===== src/rtl/mem_arb_pkg.sv =====
// Shared definitions for the system RAM arbiter: state encoding and the
// owner-index width helper used by the top level and the winner picker.
package mem_arb_pkg;

  typedef enum logic [1:0] {
    CPU_RUN = 2'd0,
    DRAIN   = 2'd1,
    GRANT   = 2'd2
  } arbState_t;

  // Owner index width; a single client still needs one bit to index with.
  function automatic int ownerWidth(input int n);
    return (n <= 1) ? 1 : $clog2(n);
  endfunction

endpackage


===== src/rtl/mem_arbiter_arb_picker.sv =====
// Winner select for the RAM arbiter. Default build is fixed priority with
// index 0 highest. Defining MEM_ARB_ROUND_ROBIN_EN switches to a rotating
// search that starts one past the last owner.
module arb_picker
  import mem_arb_pkg::*;
#(
  parameter int N_CLIENTS = 2,
  parameter int OW        = ownerWidth(N_CLIENTS)
) (
  input  logic [N_CLIENTS-1:0] i_req,
  input  logic [OW-1:0]        i_lastOwner,
  output logic [OW-1:0]        o_winner,
  output logic                 o_anyReq
);

  assign o_anyReq = |i_req;

`ifdef MEM_ARB_ROUND_ROBIN_EN
  logic [OW-1:0] w_idx;
  logic          w_found;

  // Search upward from lastOwner+1 with wrap-around; the first hit wins.
  always_comb begin
    o_winner = '0;
    w_found  = 1'b0;
    w_idx    = '0;
    for (int k = 0; k < N_CLIENTS; k++) begin
      w_idx = OW'((int'(i_lastOwner) + 1 + k) % N_CLIENTS);
      if (!w_found && i_req[w_idx]) begin
        o_winner = w_idx;
        w_found  = 1'b1;
      end
    end
  end
`else
  logic w_unusedLastOwner;
  assign w_unusedLastOwner = ^i_lastOwner;

  // Scan from the top down so the lowest asserted index is the last to land.
  always_comb begin
    o_winner = '0;
    for (int i = N_CLIENTS - 1; i >= 0; i--) begin
      if (i_req[i]) o_winner = OW'(i);
    end
  end
`endif

endmodule


===== src/rtl/mem_arbiter.sv =====
// Shared system RAM arbiter between the 6502 CPU and N_CLIENTS block clients.
// The CPU is only stalled at SYNC (opcode fetch); clients own the RAM through
// a req/grant handshake. Optional macro MEM_ARB_ROUND_ROBIN_EN selects
// round-robin client arbitration instead of fixed priority.
module mem_arbiter
  import mem_arb_pkg::*;
#(
  parameter int ADDR_WIDTH = 11,
  parameter int DATA_WIDTH = 8,
  parameter int N_CLIENTS  = 2
) (
  input  logic                             clk,
  input  logic                             reset,
  input  logic [ADDR_WIDTH-1:0]            cpu_addr,
  input  logic [DATA_WIDTH-1:0]            cpu_wdata,
  input  logic                             cpu_we,
  input  logic                             cpu_sync,
  output logic                             cpu_ready,
  output logic [DATA_WIDTH-1:0]            cpu_rdata,
  input  logic [N_CLIENTS-1:0]             cli_req,
  output logic [N_CLIENTS-1:0]             cli_grant,
  input  logic [N_CLIENTS*ADDR_WIDTH-1:0]  cli_addr,
  input  logic [N_CLIENTS*DATA_WIDTH-1:0]  cli_wdata,
  input  logic [N_CLIENTS-1:0]             cli_we,
  output logic [DATA_WIDTH-1:0]            cli_rdata,
  output logic [N_CLIENTS-1:0]             cli_rvalid,
  output logic [ADDR_WIDTH-1:0]            ram_raddr,
  output logic [ADDR_WIDTH-1:0]            ram_waddr,
  output logic [DATA_WIDTH-1:0]            ram_wdata,
  output logic                             ram_we,
  input  logic [DATA_WIDTH-1:0]            ram_rdata
);

  localparam int OW = ownerWidth(N_CLIENTS);

  arbState_t             r_state;
  arbState_t             w_stateNext;
  logic [OW-1:0]         r_owner;
  logic [OW-1:0]         w_ownerNext;
  logic                  r_fresh;
  logic [N_CLIENTS-1:0]  r_rvalid;
  logic [N_CLIENTS-1:0]  w_rvalidNext;
  logic [OW-1:0]         w_lastOwner;
  logic [OW-1:0]         w_winner;
  logic                  w_anyReq;
  logic                  w_ready;
  logic [N_CLIENTS-1:0]  w_grant;
  logic [ADDR_WIDTH-1:0] w_addr;
  logic [DATA_WIDTH-1:0] w_wdata;
  logic                  w_we;

  arb_picker #(
    .N_CLIENTS (N_CLIENTS),
    .OW        (OW)
  ) u_picker (
    .i_req       (cli_req),
    .i_lastOwner (w_lastOwner),
    .o_winner    (w_winner),
    .o_anyReq    (w_anyReq)
  );

`ifdef MEM_ARB_ROUND_ROBIN_EN
  logic [OW-1:0] r_lastOwner;

  // Remember who owned the RAM last so the search rotates; the reset value
  // makes client 0 the first winner.
  always_ff @(posedge clk) begin
    if (reset) r_lastOwner <= OW'(N_CLIENTS - 1);
    else if (w_stateNext == GRANT) r_lastOwner <= w_ownerNext;
  end

  assign w_lastOwner = r_lastOwner;
`else
  assign w_lastOwner = OW'(N_CLIENTS - 1);
`endif

  // State, owner and read-valid pipeline; r_fresh marks the first cycle out
  // of reset, when the CPU has not started and a client may take over at once.
  always_ff @(posedge clk) begin
    if (reset) begin
      r_state  <= CPU_RUN;
      r_owner  <= '0;
      r_fresh  <= 1'b1;
      r_rvalid <= '0;
    end else begin
      r_state  <= w_stateNext;
      r_owner  <= w_ownerNext;
      r_fresh  <= 1'b0;
      r_rvalid <= w_rvalidNext;
    end
  end

  // Next-state logic and the RAM mux; reads by the owner are tagged for
  // rvalid only while it still holds its request, so nothing trails a drop.
  always_comb begin
    w_stateNext  = r_state;
    w_ownerNext  = r_owner;
    w_rvalidNext = '0;
    w_ready      = 1'b1;
    w_grant      = '0;
    w_addr       = cpu_addr;
    w_wdata      = cpu_wdata;
    w_we         = cpu_we;
    case (r_state)
      CPU_RUN, DRAIN: begin
        if (r_fresh && w_anyReq) w_ready = 1'b0;
        if (w_anyReq) begin
          if (cpu_sync || r_fresh) begin
            w_stateNext = GRANT;
            w_ownerNext = w_winner;
          end else begin
            w_stateNext = DRAIN;
          end
        end else begin
          w_stateNext = CPU_RUN;
        end
      end
      GRANT: begin
        w_ready          = 1'b0;
        w_grant[r_owner] = 1'b1;
        w_addr           = cli_addr[int'(r_owner) * ADDR_WIDTH +: ADDR_WIDTH];
        w_wdata          = cli_wdata[int'(r_owner) * DATA_WIDTH +: DATA_WIDTH];
        w_we             = cli_we[r_owner];
        if (cli_req[r_owner]) begin
          w_rvalidNext[r_owner] = ~cli_we[r_owner];
        end else if (w_anyReq) begin
          w_ownerNext = w_winner;
        end else begin
          w_stateNext = CPU_RUN;
        end
      end
      default: begin
        w_stateNext = CPU_RUN;
      end
    endcase
  end

  // While reset is high every control and RAM output is held at zero.
  assign cpu_ready  = w_ready & ~reset;
  assign cli_grant  = reset ? '0 : w_grant;
  assign cli_rvalid = reset ? '0 : r_rvalid;
  assign ram_raddr  = reset ? '0 : w_addr;
  assign ram_waddr  = reset ? '0 : w_addr;
  assign ram_wdata  = reset ? '0 : w_wdata;
  assign ram_we     = w_we & ~reset;
  assign cpu_rdata  = ram_rdata;
  assign cli_rdata  = ram_rdata;

endmodule


===== config.mk =====
export PLATFORM = sky130hd
export DESIGN_NAME = mem_arbiter
export DESIGN_NICKNAME = d
export VERILOG_FILES = /design/src/rtl/mem_arb_pkg.sv /design/src/rtl/mem_arbiter_arb_picker.sv /design/src/rtl/mem_arbiter.sv
export SDC_FILE = /design/constraint.sdc
export NUM_CORES = 1
export LEC_CHECK = 0
export ABC_AREA = 1
export CORE_MARGIN = 2
export CORE_UTILIZATION = 27
export CTS_CLUSTER_SIZE = 8
export DETAILED_ROUTE_END_ITERATION = 8
export PLACE_DENSITY = 0.86
export SYNTH_ARGS = -nofsm -noshare
export SYNTH_HDL_FRONTEND = slang
export SYNTH_HIERARCHICAL = 1
export SYNTH_SLANG_ARGS = --single-unit

===== constraint.sdc =====
create_clock -name clk -period 4.58 [get_ports clk]
set_input_delay 1.374 -clock clk [delete_from_list [all_inputs] [get_ports clk]]
set_output_delay 1.374 -clock clk [all_outputs]
set_load 0.05 [all_outputs]

### Word level (Yosys, flattened, before mapping)

Cells that the tools add are included.

* multipliers: 1
* shift operators: 2
* equal/unequal tests: 7
* magnitude comparators: 2
* muxes and demuxes: 29
* reductions and logical operators: 10
* bitwise operators: 7

Operator list (number)
* 11-bit 2-to-1 mux: 2
* 22-bit by 6-bit indexed part select with 11-bit output: 1
* 8-bit 2-to-1 mux: 2
* 16-bit by 5-bit indexed part select with 8-bit output: 1
* 1-bit 2-to-1 mux: 14
* 2-bit 2-to-1 mux: 7
* 2-bit inequality test, second input constant: 5
* 1-bit by 4-bit multiplier with 5-bit output, second input constant: 1
* 5-bit AND reduction: 1
* 1-bit NOT: 4
* 1-bit case mux with 2 select lines: 2
* 2-bit case mux with 2 select lines: 1
* 2-bit OR reduction: 2
* 3-bit OR reduction: 1
* 1-bit AND: 2
* 2-bit AND: 1
* 2-bit by 1-bit == test with 1-bit output, second input constant: 1
* 2-bit == test, second input constant: 1
* 1-bit logical AND: 2
* 2-bit logical NOT: 1
* 1-bit by 2-bit < comparator with 1-bit output, second input constant: 1
* 2-bit AND reduction: 1
* 2-bit nonzero test: 1
* 1-bit demux with 1-bit select: 1
* other kinds (2): 2

* bits in registers: 6
* input bits: 73
* word-level logic and storage cells: 62

### Logic depth before layout (Yosys ltp)

* depth after elaboration: 6
* mapped depth: 9
* gate-level depth less buffers: 9

### By module

Netlist, hierarchy kept.

Modules (own cells, without submodules)
* mem_arbiter: cells each 169, seq. area each 120.1 um2, area each 937.1 um2, instances 1
* arb_picker: cells each 4, seq. area each 0.0 um2, area each 15.0 um2, instances 1

### Worst setup path after synthesis

OpenSTA, ideal clock, no wires.

* path type: input-to-output
* from: input port reset
* to: output port ram_we
* path slack: 423 ps
* data arrival time: 2783 ps
* buffers on the path: 0
* data required time: 3206 ps
* stages: 3
* path through: inv_1 > nand2_4 > o31ai_1

* cells in the longest elaborated chain, start to end: 2

RTL lines
* start, declared: RTL line mem_arbiter.sv:13 `input logic reset,`
* 1-bit NOT: RTL line mem_arbiter.sv:145 `assign ram_we = w_we & ~reset;`
* 1-bit AND: RTL line mem_arbiter.sv:145
* end, declared: RTL line mem_arbiter.sv:30 `output logic ram_we,`

Every way passes these cells.

### Final worst setup path

* from: input port reset
* to: output port ram_waddr[8]

* cells in the longest elaborated chain, start to end: 1

RTL lines
* 11-bit 2-to-1 mux: RTL line mem_arbiter.sv:143 `assign ram_waddr = reset ? '0 : w_addr;`
* end, declared: RTL line mem_arbiter.sv:28 `output logic [ADDR_WIDTH-1:0] ram_waddr,`

Every way passes these cells.

==> metrics <==
status complete, no violations; cell family with most CP delay buffers and inverters; Design Area, Final 0.002097 mm2; Post-Route WL 3539 um; CP Class input port to primary output; clk slew on worst S/H paths 0.05 ns; type of origin of the critical path input port; Peak VDD IR 127.0 uV; Max Cap Viol 0; Hold Path Class flip-flop to flip-flop; Fin Clk Skew 0.003599 ns; post-CTS setup buffer count 0; Worst R2R Path Depth 7; Final WS setup 0.2781 ns; Levels on crit path 7; Critical Path End Type primary output; non-filler cells, final 291; filler instances 327; Worst Path Required 3.21 ns; antenna viol nets, final 0; RSZ-0062 raised after global routing no; vias post-DR 1277; largest net degree at the start of global routing 15; Least-Margin Pin Slew 0.4764 ns; Setup TNS 0 ns; area post-placement 0.002074 mm2; io pins 125; hold slack 0.5069 ns; fin. max-slew vios 0; DIE AREA 0.004002 mm2; die height 63.27 um; cell internal pwr 0.2710 mW; Final Hold Viols 0; Clock Sinks 6; sw power 0.2352 mW; aggregate global-route resource usage 0.1863; routed vias/inst 4.388; grt total ovfl 0; Final period util 0.9393; placed cells 288; Comb pwr share 0.779; Worst path slowest cell clkdlybuf4s50_1; synthesized area 948.4 um2; syn nets 245; share of layout cells above drive strength 1 0.1878; post-CTS sizing 0; Synth Area per Inst 5.514 um2; hold path depth 3; port bufs 100; CP max FO 14; part of the power in registers 0.122; min Tclk post-route 4.302 ns; Worst EP arrival 2.93 ns; setup violators final 0; first-pass GRT wire length 5982 um; Initial DRC Count 40; nets 320; CTS Buffer Depth 2; synth warn 6; Rows 21; pre-CTS setup slack 0.2557 ns; area delta synth->final 121.1%; crit path cell chain clkdlybuf4s50_1, inv_1, nand2_4, nor2_4, nand2_1, nand3_1, buf_12; GPL Wtd Cong 0.7862; initial core utilization 0.2820; Lkg Pwr 0.9391 nW; n_diodes 0; f_max 232.5 MHz; die width 63.27 um; CP peak stage delay 0.44 ns; CORE AREA 0.003363 mm2; TritonCTS clock tree done; DP HPWL 3111 um; Num CTS Buffers 3; Buf/Inv on CP 3; CTS Root Cell clkbuf_4; Avg WL per Cell 12.16 um; drt drc 0; number of global-route vias before repair 1342; Cells after Synth 172; htree depth 1; first drt pass iteration count 4; Power per Cell Area 241.4 mW/mm2; Sw Share 0.4646; area of the multi-input gates 519.2 um2; antenna violations before repair 0; FF/Latch Area 120.1 um2; hold_buf cts 0; Slew headroom 0.6834; Clock Latency Late Sink 0.25 ns; Clock Power Share 0.099
metal layers:
| layer | track usage | part of all wire |
|---|---|---|
| met1 | 0.2041 | 0.36 |
| met2 | 0.3577 | 0.55 |
| met3 | 0.03393 | 0.070 |
| met4 | 0.05978 | 0.017 |
| met5 | 0 | 0 |
final cells by class:
class	count	area share
Sequential cell	6	0.05728
Inverter	17	0.03043
Clock buffer	3	0.01074
Timing Repair Buffer	102	0.6265
Multi-Input combinational cell	117	0.2476
Tap cell	46	0.02745
worst min-delay path, cell delays in order, from the launching register on:
cell,delay (ns)
dfxtp_1,0.32
inv_1,0.04
nand2_1,0.07
nor4_1,0.04
state kept, by name, indices dropped and copies added (netlist names):
name      cells
r_fresh       1
r_owner       1
r_rvalid      2
r_state       2
cell usage in the layout, fill, tap and decap left out, drive strengths merged:
master          n
nand2          69
clkdlybuf4s50  64
buf            38
nand3          18
inv            17
nor2           15
a21oi          10
dfxtp           6
nor4            3
clkbuf          3
o31ai           1
a21boi          1
metrics by stage:
step | util | power, mW
finish | 0.6235 | 0.5062
global route | 0.6235 | 0.5320
detailed placement | 0.6168 | 0.4605
global placement | 0.6168 | 0.4555
CTS | 0.6235 | 0.5110
floorplan | - | 0.3020
final timing paths:
kind              startpoint  slack, ns           end
setup / recovery       reset       0.28  ram_waddr[8]
setup reg to reg     r_owner       3.19       r_owner
hold / removal       r_fresh       0.51    r_state[0]
hold reg to reg      r_fresh       0.51    r_state[0]
power groups by stage:
| stage | registers, mW | logic (mW) | clock network (mW) |
|---|---|---|---|
| final | 0.0619 | 0.394 | 0.0501 |
| after global placement | 0.0630 | 0.392 | 0 |
| after global routing | 0.0628 | 0.415 | 0.0538 |
| after CTS | 0.0620 | 0.398 | 0.0509 |
| after detailed placement | 0.0629 | 0.398 | 0 |
| after floorplan | 0.0593 | 0.243 | 0 |
(Power assumes the default switching activity.)
